===== src/rtl/led_pkg.sv =====
// Shared definitions for the LED pattern driver: mode codes, FSM states
// and a width helper for the counters.
package led_pkg;

  localparam logic [2:0] LED_MODE_OFF   = 3'd0;
  localparam logic [2:0] LED_MODE_ON    = 3'd1;
  localparam logic [2:0] LED_MODE_BLINK = 3'd2;
  localparam logic [2:0] LED_MODE_CHASE = 3'd3;
  localparam logic [2:0] LED_MODE_DIM   = 3'd4;
  localparam logic [2:0] LED_MODE_ALT   = 3'd5;

  typedef enum logic {
    ST_RUN  = 1'b0,
    ST_LOAD = 1'b1
  } led_state_t;

  // Bits needed to hold 0..value-1, never less than one.
  function automatic int clog2(input int value);
    int w;
    w = 1;
    while ((1 << w) < value) w++;
    return w;
  endfunction

endpackage


===== src/rtl/led_tick_gen.sv =====
// Modulo-P_MOD counter with synchronous clear. Exposes the next count so the
// owner can register outputs in the same edge the counter moves, and a wrap
// flag that is high while the counter sits on its last value and is enabled.
module led_tick_gen #(
  parameter int P_MOD = 10,
  parameter int P_W   = 4
) (
  input  logic           clk,
  input  logic           rst,
  input  logic           clr,
  input  logic           en,
  output logic [P_W-1:0] cnt_nxt,
  output logic           wrap
);

  localparam logic [P_W-1:0] LAST = P_W'(P_MOD - 1);

  logic [P_W-1:0] cnt;

  assign wrap = en && !clr && (cnt == LAST);

  // Next count: clear dominates, then wrap, then increment when enabled.
  always_comb begin
    cnt_nxt = cnt;
    if (clr)       cnt_nxt = '0;
    else if (wrap) cnt_nxt = '0;
    else if (en)   cnt_nxt = cnt + P_W'(1);
  end

  // Counter register.
  always_ff @(posedge clk or posedge rst) begin
    if (rst) cnt <= '0;
    else     cnt <= cnt_nxt;
  end

endmodule


===== src/rtl/led_pattern_drive.sv =====
// Multi-channel LED pattern generator on the 1 kHz clock.
//
// state   | meaning
// --------+---------------------------------------------------------------
// ST_RUN  | pattern running, config port ready
// ST_LOAD | one-cycle restart: counters, phase and chase pointer re-seeded
//
// o_led is registered from the next-state values so a step becomes visible
// on the same edge that the period counter wraps, together with the tick.
module led_pattern_drive import led_pkg::*; #(
  parameter int P_LED_NUMBER = 4,
  parameter int P_PERIOD_MS  = 1000,
  parameter int P_CNT_W      = 17,
  parameter int P_PWM_STEPS  = 10,
  parameter int P_LED_ON     = 1
) (
  input  logic                    w_clk_1KHz,
  input  logic                    i_rst,
  input  logic                    i_cfg_valid,
  output logic                    o_cfg_ready,
  input  logic [2:0]              i_cfg_mode,
  input  logic [3:0]              i_cfg_duty,
  input  logic                    i_cfg_dir,
  output logic [P_LED_NUMBER-1:0] o_led,
  output logic                    o_phase_tick,
  output logic [2:0]              o_mode
);

  localparam int PWM_W = clog2(P_PWM_STEPS);
  localparam logic [P_LED_NUMBER-1:0] LED_IDLE = (P_LED_ON != 0) ? '0 : '1;

  function automatic logic [P_LED_NUMBER-1:0] even_mask();
    logic [P_LED_NUMBER-1:0] m;
    m = '0;
    for (int i = 0; i < P_LED_NUMBER; i += 2) m[i] = 1'b1;
    return m;
  endfunction

  localparam logic [P_LED_NUMBER-1:0] ALT_EVEN = even_mask();

  led_state_t state, state_nxt;
  logic [2:0] mode_q, mode_nxt;
  logic [3:0] duty_q, duty_nxt;
  logic dir_q, dir_nxt;
  logic phase_q, phase_nxt;
  logic [P_LED_NUMBER-1:0] ptr_q, ptr_nxt;
  logic [P_LED_NUMBER-1:0] led_q, led_nxt, raw;
  logic tick_q, tick_nxt;
  logic hold_led;
  logic dim_on;

  logic [P_CNT_W-1:0] per_cnt_nxt;
  logic per_wrap;
  logic [PWM_W-1:0] pwm_cnt_nxt;
  logic pwm_wrap;
  logic unused_cnt;

  // The period counter only needs its wrap; the PWM counter only its value.
  assign unused_cnt = ^{per_cnt_nxt, pwm_wrap};

  led_tick_gen #(.P_MOD(P_PERIOD_MS), .P_W(P_CNT_W)) u_period (
    .clk     (w_clk_1KHz),
    .rst     (i_rst),
    .clr     (state == ST_LOAD),
    .en      (state == ST_RUN),
    .cnt_nxt (per_cnt_nxt),
    .wrap    (per_wrap)
  );

  led_tick_gen #(.P_MOD(P_PWM_STEPS), .P_W(PWM_W)) u_pwm (
    .clk     (w_clk_1KHz),
    .rst     (i_rst),
    .clr     (state == ST_LOAD),
    .en      (1'b1),
    .cnt_nxt (pwm_cnt_nxt),
    .wrap    (pwm_wrap)
  );

  // Next-state: config acceptance beats a coincident step; LOAD re-seeds.
  always_comb begin
    state_nxt = state;
    mode_nxt  = mode_q;
    duty_nxt  = duty_q;
    dir_nxt   = dir_q;
    phase_nxt = phase_q;
    ptr_nxt   = ptr_q;
    tick_nxt  = 1'b0;
    hold_led  = 1'b0;
    case (state)
      ST_RUN: begin
        if (i_cfg_valid) begin
          state_nxt = ST_LOAD;
          mode_nxt  = (i_cfg_mode > LED_MODE_ALT) ? LED_MODE_OFF : i_cfg_mode;
          duty_nxt  = (i_cfg_duty > 4'(P_PWM_STEPS)) ? 4'(P_PWM_STEPS) : i_cfg_duty;
          dir_nxt   = i_cfg_dir;
          hold_led  = 1'b1;
        end else if (per_wrap) begin
          phase_nxt = ~phase_q;
          ptr_nxt   = dir_q ? {ptr_q[0], ptr_q[P_LED_NUMBER-1:1]}
                            : {ptr_q[P_LED_NUMBER-2:0], ptr_q[P_LED_NUMBER-1]};
          tick_nxt  = 1'b1;
        end
      end
      ST_LOAD: begin
        state_nxt = ST_RUN;
        phase_nxt = 1'b0;
        ptr_nxt   = dir_q ? {1'b1, {(P_LED_NUMBER-1){1'b0}}} : P_LED_NUMBER'(1);
      end
      default: state_nxt = ST_RUN;
    endcase
  end

  // Active-high pattern for the upcoming cycle, then polarity applied.
  always_comb begin
    dim_on = ({1'b0, duty_q} > 5'(pwm_cnt_nxt));
    raw    = '0;
    case (mode_q)
      LED_MODE_ON:    raw = '1;
      LED_MODE_BLINK: raw = {P_LED_NUMBER{phase_nxt}};
      LED_MODE_CHASE: raw = ptr_nxt;
      LED_MODE_DIM:   raw = {P_LED_NUMBER{dim_on}};
      LED_MODE_ALT:   raw = phase_nxt ? ~ALT_EVEN : ALT_EVEN;
      default:        raw = '0;
    endcase
    if (hold_led)           led_nxt = led_q;
    else if (P_LED_ON != 0) led_nxt = raw;
    else                    led_nxt = ~raw;
  end

  // State and output registers.
  always_ff @(posedge w_clk_1KHz or posedge i_rst) begin
    if (i_rst) begin
      state   <= ST_RUN;
      mode_q  <= LED_MODE_OFF;
      duty_q  <= '0;
      dir_q   <= 1'b0;
      phase_q <= 1'b0;
      ptr_q   <= '0;
      led_q   <= LED_IDLE;
      tick_q  <= 1'b0;
    end else begin
      state   <= state_nxt;
      mode_q  <= mode_nxt;
      duty_q  <= duty_nxt;
      dir_q   <= dir_nxt;
      phase_q <= phase_nxt;
      ptr_q   <= ptr_nxt;
      led_q   <= led_nxt;
      tick_q  <= tick_nxt;
    end
  end

  assign o_cfg_ready  = (state == ST_RUN);
  assign o_led        = led_q;
  assign o_phase_tick = tick_q;
  assign o_mode       = mode_q;

endmodule


===== config.mk =====
export PLATFORM = sky130hd
export DESIGN_NAME = led_pattern_drive
export DESIGN_NICKNAME = d
export VERILOG_FILES = /design/src/rtl/led_pkg.sv /design/src/rtl/led_tick_gen.sv /design/src/rtl/led_pattern_drive.sv
export SDC_FILE = /design/constraint.sdc
export NUM_CORES = 1
export LEC_CHECK = 0
export CAP_MARGIN = 15
export CORE_MARGIN = 1.5
export CORE_UTILIZATION = 57
export DETAILED_ROUTE_END_ITERATION = 10
export PLACE_DENSITY = 0.79
export REMOVE_ABC_BUFFERS = 1
export SLEW_MARGIN = 10
export SYNTH_ARGS = -nofsm -noshare
export SYNTH_HDL_FRONTEND = slang
export SYNTH_SLANG_ARGS = --single-unit

===== constraint.sdc =====
create_clock -name w_clk_1KHz -period 3.15 [get_ports w_clk_1KHz]
set_clock_uncertainty 0.1 [all_clocks]
set_input_delay 0.4725 -clock w_clk_1KHz [delete_from_list [all_inputs] [get_ports w_clk_1KHz]]
set_output_delay 0.4725 -clock w_clk_1KHz [all_outputs]
set_load 0.005 [all_outputs]

==> insert_results.sql <==
INSERT INTO impl_metrics (metric_group, metric, value, unit) VALUES
('die', 'fp-row-count', '21', ''),
('critical_path', 'crit_path_cell_trace', 'ha_1 > and3b_1 > or3_1 > ha_1 > nor2b_1 > o211ai_1 > a21oi_1 > o21bai_1 > a21oi_1 > a2111o_1', ''),
('routing', 'avgViaCountPerCell', '5.863', ''),
('sta', 'fin_ws', '0.3290', 'ns'),
('logic_synthesis', 'dominant_register_cell_in_the_synthesized_netlist', 'sky130_fd_sc_hd__dfrtp_1', ''),
('clocking', 'clk_path_buf_depth', '2', ''),
('clocking', 'cts_made_buffers', '5', ''),
('sta', 'post-route-period-util', '0.8956', ''),
('final_layout', 'drive_above_1_share', '0.1143', ''),
('grt', 'grt.total_usage', '0.2454', ''),
('pwr', 'peakVddDrop', '345.9', 'uV'),
('sta', 'timing.final.setup_violations', '0', ''),
('routing', 'firstDrtPassIters', '4', ''),
('clocking', 'cts_setup_buffers', '0', ''),
('logic_synthesis', 'async_reset_ff_frac', '1.000', ''),
('logic_synthesis', 'number_of_distinct_library_cells_after_synthesis', '53', ''),
('grt', 'grt_pass1_wl', '7562', 'um'),
('sta', 'period_needed', '2.821', 'ns'),
('die', 'fp.dieArea', '0.004102', 'sq mm'),
('critical_path', 'end_kind', 'flip-flop', ''),
('placed_design', 'dpl.cell_count', '283', ''),
('logic_synthesis', 'post_synth.cell_area_avg', '9.746', 'sq um'),
('critical_path', 'reg2reg_from', 'u_pwm.cnt[0]', ''),
('clocking', 'cts.repair.resized', '0', ''),
('clocking', 'clkSlewWorstSetupHoldPaths', '0.08', 'ns'),
('logic_synthesis', 'post_synth_edffs', '0', ''),
('die', 'fp.coreArea', '0.003442', 'sq mm'),
('grt', 'grt_overflow_total', '0', ''),
('sta', 'worst_slew_pin_slew', '0.5348', 'ns'),
('die', 'i_o_pins', '20', ''),
('sta', 'hold_viol_final', '0', ''),
('clocking', 'htree_levels', '2', ''),
('placed_design', 'portBuffers', '19', ''),
('sta', 'timing.setup.tns', '0', 'ns'),
('die', 'die_width', '64.05', 'um'),
('critical_path', 'critPathLaunchType', 'flip-flop', ''),
('routing', 'route.vias.total', '1706', ''),
('clocking', 'clk_root_buffer_cell', 'sky130_fd_sc_hd__clkbuf_8', ''),
('routing', 'ant_nets', '0', ''),
('routing', 'post-route-drc-count', '0', ''),
('job', 'max_cap_violations', '0', ''),
('die', 'chipHeight', '64.05', 'um'),
('logic_synthesis', 'post_synth_instance_area', '0.002125', 'sq mm'),
('grt', 'via_count_of_the_first_global_routing_pass', '1615', ''),
('sta', 'max_clock_freq', '0.3545', 'GHz'),
('die', 'initial_core_util', '0.6172', ''),
('routing', 'detail_route.iter0.violations', '86', ''),
('worst_hold_path', 'holdCritStartpoint', 'u_period.cnt[0]', ''),
('placed_design', 'dp_slack', '0.3591', 'ns'),
('critical_path', 'startpoint', 'u_pwm.cnt[0]', ''),
('logic_synthesis', 'ys_ff_latch', '40', ''),
('grt', 'grt_antenna_before_repair', '0', ''),
('critical_path', 'worst_path_max_delay_cell', 'sky130_fd_sc_hd__dfrtp_1', ''),
('clocking', 'ctsHoldBuffers', '0', ''),
('grt', 'maximum_number_of_pins_on_one_net_before_global_route_repair', '41', ''),
('critical_path', 'critPathMaxFanout', '4', ''),
('worst_hold_path', 'hold_path_class', 'reg2reg', ''),
('clocking', 'clock_sink_count', '40', ''),
('clocking', 'cts_tree', 'built', ''),
('critical_path', 'critPathKind', 'reg2reg', ''),
('sta', 'rsz0062_at_grt', 'no', ''),
('final_layout', 'fin_nets', '262', ''),
('logic_synthesis', 'cell_count_after_synthesis', '218', ''),
('logic_synthesis', 'synth_warn', '0', ''),
('critical_path', 'cp.arrival', '2.90', 'ns'),
('pwr', 'power_density_cells', '496.5', 'mW/mm^2'),
('sta', 'drv_slew', '0', ''),
('final_layout', 'synthToLayoutAreaGrowth', '16.14', '%'),
('placed_design', 'dp_hpwl', '3218', 'um'),
('clocking', 'clk-insertion-delay-late', '0.30', 'ns'),
('sta', 'worst_slew_margin_rel', '0.6435', ''),
('logic_synthesis', 'yosysSeqAreaShare', '0.4711', ''),
('placed_design', 'place_congestion', '0.8176', ''),
('routing', 'routed_wirelength', '4419', 'um'),
('final_layout', 'antenna-diode-count', '0', ''),
('pwr', 'p_leak', '1.093', 'nW'),
('status', 'outcome', 'completed', ''),
('critical_path', 'critPathRequiredTime', '3.23', 'ns'),
('critical_path', 'cp_slowest_stage_delay', '0.42', 'ns'),
('final_layout', 'nFillCells', '286', ''),
('final_layout', 'final-instance-count-excl-fill', '291', ''),
('routing', 'avgRoutedWirePerCell', '15.19', 'um');
cell usage after synthesis (all sizes together) (2+ instances only):
master	instances	share of area
dfrtp	40	0.47
nand2	25	0.044
nor2	25	0.045
inv	11	0.019
a21oi	10	0.029
nand3	9	0.021
o21ai	9	0.023
xnor2	8	0.033
ha	7	0.041
xor2	7	0.029
nand3b	6	0.021
or4	5	0.025
nor3	4	0.0094
or3	4	0.014
and3	3	0.0094
nand4	3	0.0088
nor2b	3	0.0088
nor4	3	0.0088
o211ai	3	0.013
a21boi	2	0.0071
a221o	2	0.0094
buf	2	0.0094
clkbuf	2	0.0035
clkinv	2	0.0035
mux2	2	0.011
mux2i	2	0.0094
o21bai	2	0.0071
registers in the layout (all words and copies together), names as in the netlist:
| register | count |
|---|---|
| o_mode | 3 |
| ptr_q | 4 |
| u_period.cnt | 17 |
| u_pwm.cnt | 4 |
| phase_q | 1 |
| duty_q | 4 |
| dir_q | 1 |
| state | 1 |
| o_phase_tick | 1 |
| o_led | 4 |
worst max-delay path, delay by kind of cell, from the launching register on:
kind,cells,cell delay [ns]
AOI/OAI and AO/OA,5,0.97
adders and majority gates,2,0.54
DFF,1,0.42
and+or+nand+nor,3,0.67
cells in the final DEF, fill, tap and decap left out, drive strengths merged, types with 2 or more instances in the layout:
master / synthesis / final
xnor2: 8 / 8
inv: 11 / 11
o211ai: 3 / 3
dfrtp: 40 / 40
nor4: 3 / 3
mux2: 2 / 2
a21oi: 10 / 10
and3: 3 / 3
nand3: 9 / 9
nor2b: 3 / 3
nor2: 25 / 25
or4: 5 / 5
or3: 4 / 4
a221o: 2 / 2
ha: 7 / 7
o21ai: 9 / 9
xor2: 7 / 7
clkdlybuf4s50: 0 / 19
o21bai: 2 / 2
clkbuf: 2 / 6
nor3: 4 / 4
mux2i: 2 / 2
nand4: 3 / 3
nand2: 25 / 25
nand3b: 6 / 6
a21boi: 2 / 2
clkinv: 2 / 4
buf: 2 / 4
through the flow:
| step | hold slack (ns) | total power, W | utilization | area [sq um] |
|---|---|---|---|---|
| 2_1_floorplan | 0.3453 | 0.0007760 | - | 2097 |
| 3_3_place_gp | 0.3651 | 0.0008608 | 0.6899 | 2375 |
| 3_5_place_dp | 0.3699 | 0.0008829 | 0.6899 | 2375 |
| 4_1_cts | 0.3804 | 0.001233 | 0.7168 | 2467 |
| 5_1_grt | 0.4047 | 0.001297 | 0.7168 | 2467 |
| 6_report | 0.3792 | 0.001225 | 0.7168 | 2467 |
final timing paths:
path	end	depth (start not counted)	slack (ns)
worst max-delay path	o_led[1]	10	0.33
worst min-delay path	u_period.cnt[0]	1	0.38
worst max register to register	o_led[1]	10	0.33
worst min register to register	u_period.cnt[0]	1	0.38
max in group asynchronous	ptr_q[2]	3	2.10
min in group asynchronous	u_period.cnt[3]	3	0.49
layout make-up:
cell class / count / area [sq um] / share of cell area
Clock buffer: 6 / 82.58 / 0.03347
Clock inverter: 2 / 10.01 / 0.004057
Inverter: 13 / 48.80 / 0.01978
Multi-Input combinational cell: 161 / 1047 / 0.4244
Sequential cell: 40 / 1001 / 0.4057
Tap cell: 46 / 57.56 / 0.02333
Timing Repair Buffer: 23 / 220.2 / 0.08925
where the power goes:
part           switching (W)  leakage [nW]  internal, W
registers          0.0000600         0.532     0.000567
clock network       0.000175        0.0510     0.000175
logic               0.000121         0.510     0.000128
per-layer routing:
layer  global-route usage  up-vias  share of wire
li1                     -      824              -
met1               0.3156      828           0.45
met2               0.3919       46           0.49
met3              0.05986        8          0.042
met4               0.1087        0          0.019
met5                    0        -              0
logic make-up after synthesis:
group | synth area share
flip-flops | 0.4711
AO/OA/AOI/OAI | 0.1231
multiplexers | 0.02002
AND/OR/NAND/NOR | 0.2468
buffers and inverters | 0.03592
XOR/XNOR | 0.06184
adder cells (fa/ha/maj) | 0.04122
Note: power is estimated with default switching activity, not from simulation.
